--- config.mk ---
export PLATFORM = sky130hd
export DESIGN_NAME = fp_add_pipe
export DESIGN_NICKNAME = d
export VERILOG_FILES = /design/src/rtl/fp_add_pipe.sv
export SDC_FILE = /design/constraint.sdc
export NUM_CORES = 1
export LEC_CHECK = 0
export BUFFER_PORTS_ARGS = -buffer_cell sky130_fd_sc_hd__buf_2
export CAP_MARGIN = 20
export CORE_MARGIN = 4
export CORE_UTILIZATION = 55
export DETAILED_ROUTE_END_ITERATION = 16
export PLACE_DENSITY = 0.77
export SLEW_MARGIN = 20
export SYNTH_ARGS = -nofsm -noshare
export SYNTH_HDL_FRONTEND = slang
export SYNTH_SLANG_ARGS = --single-unit
--- constraint.sdc ---
create_clock -name clk -period 7.02 [get_ports clk]
set_input_delay 2.106 -clock clk [delete_from_list [all_inputs] [get_ports clk]]
set_output_delay 2.106 -clock clk [all_outputs]
set_load 0.01 [all_outputs]
--- src/rtl/fp_add_pipe.sv ---
// fp_add_pipe: 3-stage pipelined IEEE-754 add/subtract with subnormals, five rounding modes, tag pass-through and valid/ready back-pressure
// ports: clk, rst (async high); in_valid/in_ready/in_a/in_b/sub/round_m/in_tag request stream;
//        out_valid/out_ready/out/out_tag result stream with inv/ov/un/inexact flags
module fp_add_pipe #(
  parameter int EXP_W = 8,
  parameter int FRAC_W = 23,
  parameter int TAG_W = 4
) (
  input  logic                  clk,
  input  logic                  rst,
  input  logic                  in_valid,
  output logic                  in_ready,
  input  logic [EXP_W+FRAC_W:0] in_a,
  input  logic [EXP_W+FRAC_W:0] in_b,
  input  logic                  sub,
  input  logic [2:0]            round_m,
  input  logic [TAG_W-1:0]      in_tag,
  output logic                  out_valid,
  input  logic                  out_ready,
  output logic [EXP_W+FRAC_W:0] out,
  output logic [TAG_W-1:0]      out_tag,
  output logic                  inv,
  output logic                  ov,
  output logic                  un,
  output logic                  inexact
);
  localparam int W = 1 + EXP_W + FRAC_W;
  localparam int MW = FRAC_W + 1;
  localparam int MW1 = FRAC_W + 2;
  localparam int XW = FRAC_W + 4;
  localparam int EW = EXP_W + 1;
  localparam int SAT = FRAC_W + 3;
  localparam logic [EXP_W-1:0] EMAX = '1;
  localparam logic [EXP_W-1:0] EMF = {{(EXP_W-1){1'b1}}, 1'b0};
  localparam logic [W-1:0] QNAN = {1'b0, EMAX, 1'b1, {(FRAC_W-1){1'b0}}};
  localparam logic [2:0] RZ = 3'd1, RD = 3'd2, RU = 3'd3, RNA = 3'd4;
  logic adv;
  assign adv = ~out_valid | out_ready;
  assign in_ready = adv;
  logic sa, sb, a_nan, b_nan, a_inf, b_inf, swap, sp, sp_inv;
  logic [EXP_W-1:0] ea, eb, e_big, e_sml, diff;
  logic [MW-1:0] ma, mb, m_sml;
  logic [XW-1:0] ext, al;
  logic [31:0] sh;
  logic [W-1:0] sp_val;
  always_comb begin
    sa = in_a[W-1];
    sb = in_b[W-1] ^ sub;
    a_inf = (&in_a[W-2:FRAC_W]) & ~(|in_a[FRAC_W-1:0]);
    b_inf = (&in_b[W-2:FRAC_W]) & ~(|in_b[FRAC_W-1:0]);
    a_nan = (&in_a[W-2:FRAC_W]) & (|in_a[FRAC_W-1:0]);
    b_nan = (&in_b[W-2:FRAC_W]) & (|in_b[FRAC_W-1:0]);
    ea = in_a[W-2:FRAC_W] == '0 ? EXP_W'(1) : in_a[W-2:FRAC_W];
    eb = in_b[W-2:FRAC_W] == '0 ? EXP_W'(1) : in_b[W-2:FRAC_W];
    ma = {|in_a[W-2:FRAC_W], in_a[FRAC_W-1:0]};
    mb = {|in_b[W-2:FRAC_W], in_b[FRAC_W-1:0]};
    swap = in_b[W-2:0] > in_a[W-2:0];
    e_big = swap ? eb : ea;
    e_sml = swap ? ea : eb;
    m_sml = swap ? ma : mb;
    diff = e_big - e_sml;
    sh = 32'(diff) > 32'(SAT) ? 32'(SAT) : 32'(diff);
    ext = {m_sml, 3'b000};
    // bits shifted past the guard/round positions collapse into the sticky LSB
    al = (ext >> sh) | XW'(|(ext & ~({XW{1'b1}} << sh)));
    sp = a_nan | b_nan | a_inf | b_inf;
    sp_inv = (a_nan & ~in_a[FRAC_W-1]) | (b_nan & ~in_b[FRAC_W-1]) | (a_inf & b_inf & (sa ^ sb));
    sp_val = (a_nan | b_nan | (a_inf & b_inf & (sa ^ sb))) ? QNAN : {a_inf ? sa : sb, EMAX, {FRAC_W{1'b0}}};
  end
  logic v1, sp1, spi1, s1, sa1, eff1;
  logic [TAG_W-1:0] tag1;
  logic [2:0] rm1;
  logic [W-1:0] spv1;
  logic [EXP_W-1:0] e1;
  logic [MW-1:0] mb1;
  logic [XW-1:0] al1;
  always_ff @(posedge clk or posedge rst)
    if (rst) begin
      {v1, sp1, spi1, s1, sa1, eff1, tag1, rm1, spv1, e1, mb1, al1} <= '0;
    end else if (adv) begin
      v1 <= in_valid;
      sp1 <= sp;
      spi1 <= sp_inv;
      spv1 <= sp_val;
      s1 <= swap ? sb : sa;
      sa1 <= sa;
      eff1 <= sa ^ sb;
      tag1 <= in_tag;
      rm1 <= round_m;
      e1 <= e_big;
      mb1 <= swap ? mb : ma;
      al1 <= al;
    end
  logic [XW:0] sum;
  logic [31:0] lz, nsh;
  logic [XW-1:0] nm;
  logic [EW-1:0] ne;
  always_comb begin
    sum = eff1 ? {1'b0, mb1, 3'b000} - {1'b0, al1} : {1'b0, mb1, 3'b000} + {1'b0, al1};
    lz = 32'(XW);
    for (int i = 0; i < XW; i++) lz = sum[i] ? 32'(XW - 1 - i) : lz;
    // left shift stops at effective exponent 1 so tiny results stay subnormal
    nsh = lz < 32'(e1) - 32'd1 ? lz : 32'(e1) - 32'd1;
    nm = sum[XW] ? {sum[XW:2], sum[1] | sum[0]} : sum[XW-1:0] << nsh;
    ne = sum[XW] ? EW'(e1) + EW'(1) : EW'(e1) - EW'(nsh);
  end
  logic v2, sp2, spi2, s2, sa2, eff2;
  logic [TAG_W-1:0] tag2;
  logic [2:0] rm2;
  logic [W-1:0] spv2;
  logic [EW-1:0] e2;
  logic [XW-1:0] m2;
  always_ff @(posedge clk or posedge rst)
    if (rst) begin
      {v2, sp2, spi2, s2, sa2, eff2, tag2, rm2, spv2, e2, m2} <= '0;
    end else if (adv) begin
      v2 <= v1;
      sp2 <= sp1;
      spi2 <= spi1;
      spv2 <= spv1;
      s2 <= s1;
      sa2 <= sa1;
      eff2 <= eff1;
      tag2 <= tag1;
      rm2 <= rm1;
      e2 <= ne;
      m2 <= nm;
    end
  logic l, g, r, st, grs, zero, rs, inc, hid, ovf, inf_r;
  logic [MW:0] rnd;
  logic [EW-1:0] er;
  logic [W-1:0] res;
  always_comb begin
    l = m2[3];
    g = m2[2];
    r = m2[1];
    st = m2[0];
    grs = g | r | st;
    zero = m2 == '0;
    rs = zero ? (eff2 ? rm2 == RD : sa2) : s2;
    inc = rm2 == RZ ? 1'b0 : rm2 == RU ? ~rs & grs : rm2 == RD ? rs & grs : rm2 == RNA ? g : g & (r | st | l);
    rnd = {1'b0, m2[XW-1:3]} + MW1'(inc);
    hid = rnd[MW] | rnd[MW-1];
    er = rnd[MW] ? e2 + EW'(1) : e2;
    ovf = hid & (er >= EW'(EMAX));
    inf_r = rm2 == RZ ? 1'b0 : rm2 == RU ? ~rs : rm2 == RD ? rs : 1'b1;
    res = ovf ? (inf_r ? {rs, EMAX, {FRAC_W{1'b0}}} : {rs, EMF, {FRAC_W{1'b1}}})
              : {rs, hid ? er[EXP_W-1:0] : {EXP_W{1'b0}}, rnd[MW] ? {FRAC_W{1'b0}} : rnd[FRAC_W-1:0]};
  end
  always_ff @(posedge clk or posedge rst)
    if (rst) begin
      {out_valid, out, out_tag, inv, ov, un, inexact} <= '0;
    end else if (adv) begin
      out_valid <= v2;
      out_tag <= tag2;
      out <= sp2 ? spv2 : res;
      inv <= sp2 & spi2;
      ov <= ~sp2 & ovf;
      un <= ~sp2 & ~hid & (|rnd);
      inexact <= ~sp2 & (grs | ovf);
    end
endmodule
==> flow_metrics.env <==
export IMPL_run_status="finished with violations"
export IMPL_violations="setup timing"
export IMPL_finalWirelength_um=54700
export IMPL_reg2reg_from="mb1[6]$_DFFE_PP0P_"
export IMPL_antenna_cells=0
export IMPL_drc=0
export IMPL_antenna_found_initial=0
export IMPL_die_w_um=178
export IMPL_worst_pin_slew_ns=1.13
export IMPL_design_area_mm2=0.0209
export IMPL_hold_ws_ns=0.470
export IMPL_max_stage_delay_ns=0.34
export IMPL_mostFrequentLayoutCells="338 x buf_4, 258 x nand2_1, 167 x dfrtp_1, 135 x mux2i_1, 131 x nor2_1"
export IMPL_reg2reg_depth=31
export IMPL_fmax_mhz=138
export IMPL_grt_pass1_wl_um=85400
export IMPL_syn_nets=2150
export IMPL_cts_sinks=168
export IMPL_initial_core_util=0.557
export IMPL_routed_via_density=6.21
export IMPL_synth_distinct_cells=79
export IMPL_setup_violations=19
export IMPL_hold_violations=0
export IMPL_multiInputGateArea_mm2=0.0118
export IMPL_synth_seq_area_share=0.264
export IMPL_worstPathArrival_ns=7.60
export IMPL_pin_count=118
export IMPL_rsz0062_at_grt="yes"
export IMPL_die_h_um=178
export IMPL_period_minus_slack_ns=7.27
export IMPL_worstSetupPathType="in2reg"
export IMPL_dpl_hpwl_um=41100
export IMPL_synthArstFlopShare=1.00
export IMPL_final_max_slew_viol_count=0
export IMPL_clock_skew_ns=0.0161
export IMPL_min_path_type="reg2reg"
export IMPL_worstHoldStart="out_tag[0]$_DFFE_PP0P_"
export IMPL_vias=17000
export IMPL_worstPathBufferInverterCount=13
export IMPL_yosysWarnings=0
export IMPL_nNetsFinal=2528
export IMPL_synth_ff_type="dfrtp_1"
export IMPL_syn_avg_cell_area_um2=8.11
export IMPL_p_per_area_mw_per_mm2=425
export IMPL_synthCells=1966
export IMPL_ant_nets=0
export IMPL_worstSkewPairLatency_ns=0.45
export IMPL_grt_overflow_total=0
export IMPL_setup_tns_ns=-2.32
export IMPL_ys_ff_latch=168
export IMPL_final_core_util=0.731
export IMPL_post_dp_cell_area_mm2=0.0192
export IMPL_cts_hold_buf=0
export IMPL_die_area_mm2=0.0318
export IMPL_grt_pass1_vias=16300
export IMPL_syn_to_final_growth_pct=31.3
export IMPL_clockRootBuffer="clkbuf_16"
export IMPL_r2r_slack_ns=0.03
export IMPL_numCtsBuffers=17
export IMPL_end_kind="flop"
export IMPL_worst_path_most_repeated_cell="buf_4"
export IMPL_irDropWorstVdd_v=0.000238
export IMPL_grtUsageTotal=0.334
export IMPL_coreArea_mm2=0.0286
export IMPL_final_common_cell="buf_4"
export IMPL_fillers=2112
export IMPL_worstPathRequired_ns=7.35
export IMPL_startpoint_type="input port"
export IMPL_clkSlewWorstSetupHoldPaths_ns=0.08
export IMPL_relSlewSlack=0.249
export IMPL_path_delay_family="compound AO/OA/AOI/OAI gates"
export IMPL_finalWorstSetupSlack_ns=-0.250
export IMPL_worstHoldPathCells=2
export IMPL_wire_per_inst_um=20.0
export IMPL_drt_pass1_iterations=7
export IMPL_drv_cap=0
export IMPL_hold_end="out_tag[0]$_DFFE_PP0P_"
export IMPL_port_buffers=117
export IMPL_cp_max_fo=5
export IMPL_path_depth=36
export IMPL_grt_max_degree=210
export IMPL_cts_tree="yes"
export IMPL_leakagePower_uw=0.00992
export IMPL_place_ws_ns=-1.02
export IMPL_period_share=1.04
export IMPL_drive_gt1_frac=0.307
export IMPL_cts_htree_levels=4
export IMPL_synth_edf_count=0
export IMPL_drt_iter0_markers=1797
export IMPL_row_count=62
export IMPL_place_gp_congestion=1.04
export IMPL_seqCellArea_mm2=0.00421
export IMPL_synth_area_mm2=0.0159
export IMPL_reg2reg_to="e2[8]$_DFFE_PP0P_"
export IMPL_clock_path_buffers=2
export IMPL_crit_slowest_cell="fa_2"
[cell type report]
type | instances | area share
clock inverter | 15 | 0.00867
multi-input combinational | 1569 | 0.563
tap | 384 | 0.0230
sequential | 168 | 0.201
timing repair buffer | 474 | 0.163
inverter | 114 | 0.0213
clock buffer | 17 | 0.0203
[state kept, by name (all words and copies together) (netlist names), 3 cells and up]
register	flops
out	32
al1	27
m2	27
mb1	24
e2	9
e1	8
out_tag	4
tag1	4
tag2	4
rm1	3
rm2	3
spv1	3
spv2	3
[cells in the mapped netlist, drive strengths merged, types with 8 or more instances]
master    n  area [um2]
a211o     9        78.8
nor3     41         205
a22oi    10        80.1
o22ai    16         100
nor4     25         156
buf      28         151
dfrtp   168        4200
a211oi   21         178
o31ai    24         194
nand2   265         995
ha      105        1310
o32ai     9        78.8
mux2i   163        1630
xnor2    52         455
o21bai    8        60.1
mux4     19         428
and3     20         125
nand2b   25         156
mux2     28         315
a221oi   21         184
a31oi    16         100
o21ai   134         671
nand4    21         131
xor2     30         263
nor2b    12        75.1
a21o     26         195
nand3    45         225
inv     113         424
o211ai   18         135
clkbuf   87         328
or3       8        50.1
nor2    134         503
and2     13        81.3
a21oi   142         711
o21a     14         105
[worst register-to-register path, delay by kind of cell (launching register included)]
kind	cells	cell delay, ns
multiplexers	1	0.35
buffers and inverters	3	0.39
AO/OA/AOI/OAI	11	2.47
adder cells (fa/ha/maj)	3	0.88
AND/OR/NAND/NOR	10	1.77
flip-flops	1	0.47
XOR/XNOR	3	0.50
[routing by layer]
| metal | part of all wire | up-vias | global-route usage | wire [um] |
|---|---|---|---|---|
| met5 | 0 | - | 0 | 0 |
| met4 | 0.043 | 0 | 0.137 | 2330 |
| li1 | - | 7904 | - | - |
| met1 | 0.41 | 8109 | 0.446 | 22400 |
| met2 | 0.48 | 835 | 0.542 | 26100 |
| met3 | 0.072 | 172 | 0.0560 | 3920 |
[metrics by stage]
step / instances / total power (uW)
6_report: 2741 / 8890
3_3_place_gp: 2669 / 7190
5_1_grt: 2741 / 9430
3_5_place_dp: 2669 / 7320
4_1_cts: 2720 / 8430
2_1_floorplan: 1966 / 5100
[cells by family after synthesis]
group / share of synthesized area
DFF: 0.264
AOI/OAI and AO/OA: 0.216
xor gates and xnor gates: 0.0450
muxes: 0.149
adders and majority gates: 0.0861
buffers and inverters: 0.0569
and+or+nand+nor: 0.183
[power breakdown]
part           internal, uW  switching, uW
Sequential             1320            370
Combinational          2880           3350
Clock                   511            457
[how the worst max path moves through the flow]
stage	startpoint	end	slack [ns]
final	in_a[16]	al1[1]$_DFFE_PP0P_	-0.25
after global routing	in_a[8]	al1[0]$_DFFE_PP0P_	-0.51
after detailed placement	in_a[29]	al1[0]$_DFFE_PP0P_	-1.02
after CTS	in_a[8]	al1[9]$_DFFE_PP0P_	-0.09
after floorplan	in_b[1]	al1[9]$_DFFE_PP0P_	-0.78
after global placement	in_a[8]	al1[8]$_DFFE_PP0P_	-0.81
[repair_timing]
item | 4_1_cts | 5_1_grt
setup endpoints to repair | 38 | 78
gates cloned | 1 | 0
setup buffers | 18 | 25
pin swaps | 35 | 54
gates resized for setup | 57 | 119
endpoints found under the hold margin | 0 | 0
Note: power is estimated with default switching activity, not from simulation.
